===== src/rtl/subleq_mem_arbiter.sv =====
// rtl/subleq_mem_arbiter.sv - round-robin arbiter sharing one SUBLEQ memory port among N_CORES cores
// Lock ownership keeps the read-B/write-B pair of one instruction atomic on the shared port.
module subleq_mem_arbiter #(
   parameter int N_CORES = 4,
   parameter int AW      = 32,
   parameter int DW      = 32,
   parameter int RD_LAT  = 2
) (
   input  logic                  clock,
   input  logic                  rst,
   input  logic [N_CORES-1:0]    req,
   input  logic [N_CORES-1:0]    we,
   input  logic [N_CORES-1:0]    lock,
   input  logic [N_CORES*AW-1:0] addr,
   input  logic [N_CORES*DW-1:0] wdata,
   output logic [N_CORES-1:0]    gnt,
   output logic [N_CORES-1:0]    rvalid,
   output logic [DW-1:0]         rdata,
   output logic                  mem_en,
   output logic                  mem_we,
   output logic [AW-1:0]         mem_addr,
   output logic [DW-1:0]         mem_din,
   input  logic [DW-1:0]         mem_dout
);

   localparam int PW = (N_CORES > 1) ? $clog2(N_CORES) : 1;
   typedef logic [PW-1:0] idx_t;

   idx_t                ptr;
   idx_t                own;
   logic                own_v;
   logic [RD_LAT-1:0]   tag_v;
   idx_t [RD_LAT-1:0]   tag_c;

   logic                scan_hit;
   idx_t                scan_sel;
   logic [PW:0]         sum;
   logic                g_hit;
   idx_t                g_sel;
   idx_t                g_next;
   logic [N_CORES-1:0]  rv_next;

   // Scan starts at ptr; the extra sum bit lets the wrap be a single subtract.
   always_comb begin
      scan_hit = 1'b0;
      scan_sel = '0;
      sum      = '0;
      for (int k = 0; k < N_CORES; k++) begin
         sum = {1'b0, ptr} + (PW+1)'(k);
         if (sum >= (PW+1)'(N_CORES))
            sum = sum - (PW+1)'(N_CORES);
         if (!scan_hit && req[sum[PW-1:0]]) begin
            scan_hit = 1'b1;
            scan_sel = sum[PW-1:0];
         end
      end
   end

   always_comb begin
      g_hit = 1'b0;
      g_sel = '0;
      if (!rst) begin
         if (own_v) begin
            g_hit = req[own];
            g_sel = own;
         end else begin
            g_hit = scan_hit;
            g_sel = scan_sel;
         end
      end
   end

   always_comb begin
      gnt      = '0;
      mem_en   = g_hit;
      mem_we   = 1'b0;
      mem_addr = '0;
      mem_din  = '0;
      if (g_hit) begin
         gnt[g_sel] = 1'b1;
         mem_we     = we[g_sel];
         mem_addr   = addr[int'(g_sel)*AW +: AW];
         mem_din    = wdata[int'(g_sel)*DW +: DW];
      end
   end

   assign g_next = (g_sel == idx_t'(N_CORES-1)) ? '0 : g_sel + idx_t'(1);

   always_comb begin
      rv_next = '0;
      if (tag_v[RD_LAT-1])
         rv_next[tag_c[RD_LAT-1]] = 1'b1;
   end

   always_ff @(posedge clock) begin
      if (rst) begin
         ptr    <= '0;
         own    <= '0;
         own_v  <= 1'b0;
         tag_v  <= '0;
         tag_c  <= '0;
         rvalid <= '0;
         rdata  <= '0;
      end else begin
         if (g_hit) begin
            if (!own_v)
               ptr <= g_next;
            if (lock[g_sel]) begin
               own   <= g_sel;
               own_v <= 1'b1;
            end else if (own_v) begin
               own_v <= 1'b0;
            end
         end else if (own_v && !req[own] && !lock[own]) begin
            own_v <= 1'b0;
         end
         tag_v[0] <= g_hit & ~we[g_sel];
         tag_c[0] <= g_sel;
         for (int i = 1; i < RD_LAT; i++) begin
            tag_v[i] <= tag_v[i-1];
            tag_c[i] <= tag_c[i-1];
         end
         rvalid <= rv_next;
         if (tag_v[RD_LAT-1])
            rdata <= mem_dout;
      end
   end

endmodule


===== config.mk =====
export PLATFORM = sky130hd
export DESIGN_NAME = subleq_mem_arbiter
export DESIGN_NICKNAME = d
export VERILOG_FILES = /design/src/rtl/subleq_mem_arbiter.sv
export SDC_FILE = /design/constraint.sdc
export NUM_CORES = 1
export LEC_CHECK = 0
export CAP_MARGIN = 40
export CORE_AREA = 2 2 159 161
export DETAILED_ROUTE_END_ITERATION = 8
export DIE_AREA = 0 0 161 163
export GPL_TIMING_DRIVEN = 1
export PLACE_DENSITY = 0.5
export SLEW_MARGIN = 20
export SYNTH_ARGS = -nofsm -noshare
export SYNTH_HDL_FRONTEND = slang
export SYNTH_SLANG_ARGS = --single-unit

===== constraint.sdc =====
create_clock -name clock -period 6.48 [get_ports clock]
set_input_delay 1.296 -clock clock [delete_from_list [all_inputs] [get_ports clock]]
set_output_delay 1.296 -clock clock [all_outputs]
set_load 0.02 [all_outputs]

==> results.md <==
* Routed len/inst at 19.5 µm
* Synth Flop Type: dfxtp_1
* DP HPWL at 19800 µm
* Worst reg2reg setup slack at 4.04 ns
* First-pass GRT wire length at 36800 µm
* Area contributors post-synth: dfxtp_1, o31a_1, nand2_1
* Via count at 6108
* Vias in the first global route at 6170
* Seq. cell area at 942 µm²
* Filler cell count at 2606
* Share of cells above drive strength 1 at 0.0878
* Yosys cell types at 53
* Setup TNS at 0 ns
* Slowest Stage Delay on Critical Path at 0.74 ns
* CP Launch Type: primary input
* Post-Syn Area per Cell at 7.89 µm²
* Final hold vios at 0
* Seq/Total Area, Yosys at 0.200
* Crit path top cell by count: clkdlybuf4s50_1
* Worst slew margin at 0.470
* Critical path, cell by cell: clkdlybuf4s50_1 -> nor2b_1 -> o21ai_1 -> nand3_4 -> inv_4 -> buf_12 -> a211oi_1 -> a311oi_1 -> clkdlybuf4s50_1
* Pins Over Slew Limit at 0
* Pwr Density at 185 nW/µm²
* Number of clock sinks at 47
* Min Tclk post-route at 5.94 ns
* Switching Share at 0.407
* DRT Wirelength at 25200 µm
* Post_cts resized at 0
* Initial Util at 0.191
* Initial antenna violation count at 2
* RSZ-0062 raised after global routing: false
* Insertion delay to the later sink of the worst-skew pair at 0.29 ns
* Fin nets at 1262
* Top cells by count, synth: nand2_1, o31a_1, a211oi_1
* Clk_skew at 0.00277 ns
* Tot Pwr at 1.72 mW
* Routed Antenna Nets at 0
* Area leader, netlist: dfxtp_1
* Post-Synthesis Cells at 596
* Psw at 699 µW
* YS warnings at 0
* Gr usage total at 0.180
* GP Congestion at 0.822
* Clock-pin slew on the worst setup and hold paths at 0.07 ns
* CP max stage cell: clkdlybuf4s50_1
* Most frequent cell after synthesis: nand2_1
* 1st-pass router iterations at 6
* Synthesized Nets at 902
* Pre-CTS setup slack at 0.584 ns
* Post-synth EDFFs at 0
* Max cap viols at 0
* Setup ws final at 0.537 ns
* Area Overhead vs Synth at 97.3%
* Core ar. at 24700 µm²
* Hold Crit Depth at 1
* Max Fclk at 0.168 GHz
* Layout Cells excl Fill at 1289
* Multi-input gate area at 3360 µm²
* CP Class: primary input to output pin
* Number of synthesized register bits at 47
* Die height at 163 µm
* Row count at 58
* Setup violations, final at 0
* Period utilization at 0.917
* Seq pwr share at 0.193
* Post-layout util at 0.376
* CP Capture Type: output pin
* Actual slew at the worst max-slew pin at 0.795 ns
* P_leak at 3.13 nW
* Total CTS buffers at 5
* Asr flop ratio synth at 0
* Post-Place Cells at 1279
* Worst R2R Path Depth at 6
* Clock Tree Buf Depth at 2
* Arrival time at the worst endpoint at 4.65 ns
* VDD IR-drop max at 0.000105 V
* Data required time of the worst path at 5.18 ns
* Min-Delay Endpoint: tag_v[1]
* Port buffer count at 407
* Hold bufs inserted after CTS at 0
* Die area at 26200 µm²
* FF-to-FF Start: own[0]
* H-tree depth at 2
* Hold Path Origin: tag_v[0]
* Largest net degree at the start of global routing at 68
* Iteration-0 DRC Markers at 280
* Root buf cell: clkbuf_16
* Total gr overflow at 0
* Top-area cell type share of the netlist area at 0.200
* R2R Path End: own_v
* Power share of the combinational group at 0.633
* Ports at 408
* CTS tree: yes
* Post-CTS Setup Repair Bufs at 0
* Hold crit path type: register to register
* Clock power frac at 0.174
* DRC at 0
* Die width at 161 µm
* Status: finished, final reports clean
* Average via count per standard cell at 4.74
* Maximum fanout along the worst path at 52
* Pint at 1.02 mW
* Synthesized area at 4700 µm²
==> worst max path at each step <==
stage,endpoint,startpoint,slack (ns),cells past startpoint
2_1_floorplan,mem_din[10],rst,2.19,7
3_5_place_dp,mem_din[1],req[1],0.58,9
5_1_grt,mem_din[1],req[0],0.35,9
4_1_cts,mem_din[1],req[1],0.56,9
6_report,mem_din[1],req[0],0.54,9
3_3_place_gp,mem_din[1],req[0],0.46,8
==> metrics by stage <==
stage	cell area [µm²]	hold WS [ns]
2_1_floorplan	4700	0.414
3_3_place_gp	9050	0.420
3_5_place_dp	9100	0.425
4_1_cts	9270	0.441
5_1_grt	9280	0.454
6_report	9280	0.439
==> layer usage <==
metal	track usage	routed length (µm)	vias up
met5	0	0	-
met4	0.0406	466	0
met3	0.0499	2060	22
met2	0.329	12800	268
met1	0.207	9890	2825
li1	-	-	2993
==> layout by cell type, fill, tap and decap left out, types with 2 or more instances in the layout <==
cell             Yosys  layout
inv_1                9       9
a21oi_1              3       3
o31a_1              64      64
buf_12               0       7
buf_4                4      13
o21ai_0              3       3
nor2_1              39      39
inv_4                0       2
nand2_1            133     133
diode_2              0       2
or2_2                2       2
clkdlybuf4s50_1      0     407
mux2i_1             38      38
a311oi_2            30      30
nand4_1              2       2
a311oi_1            34      34
and3_1               2       2
and2_1               4       4
clkbuf_16            0       5
a211oi_2            10      10
a211oi_1            55      55
nor2b_1              5       5
ha_1                 4       4
a31oi_1              3       3
nand2b_1             3       3
dfxtp_1             47      46
o211ai_1             3       3
==> power by group through the flow <==
stage / clock (mW) / combinational, mW / sequential, mW
2_1_floorplan: 0 / 0.579 / 0.342
3_3_place_gp: 0 / 1.08 / 0.343
3_5_place_dp: 0 / 1.10 / 0.338
4_1_cts: 0.312 / 1.10 / 0.331
5_1_grt: 0.322 / 1.17 / 0.334
6_report: 0.300 / 1.09 / 0.331
==> logic make-up after synthesis <==
family | after synthesis | share of synthesized area
compound gates | 221 | 0.441
buf+inv | 86 | 0.0883
fa+ha+maj | 4 | 0.0106
flops | 47 | 0.200
mux | 39 | 0.0857
simple gates | 199 | 0.175
==> registers in the layout, summed over array words and instances, names as in the netlist <==
signal	count
rdata	32
rvalid	4
tag_c	4
own	2
ptr	2
tag_v	2
own_v	1
==> final cells by class <==
type	count	share of cell area
multi-input cells	463	0.362
well taps	330	0.0445
diodes	2	0.000540
clock buffers	5	0.0135
repair buffers	428	0.468
inverters	11	0.00499
clock inverters	3	0.00499
flip-flops and latches	47	0.102
==> critical path, delay by kind of cell <==
kind / cells / cell delay (ns)
buffers and inverters: 4 / 1.97
AO/OA/AOI/OAI: 3 / 1.01
AND/OR/NAND/NOR: 2 / 0.33
(Power assumes the default switching activity.)
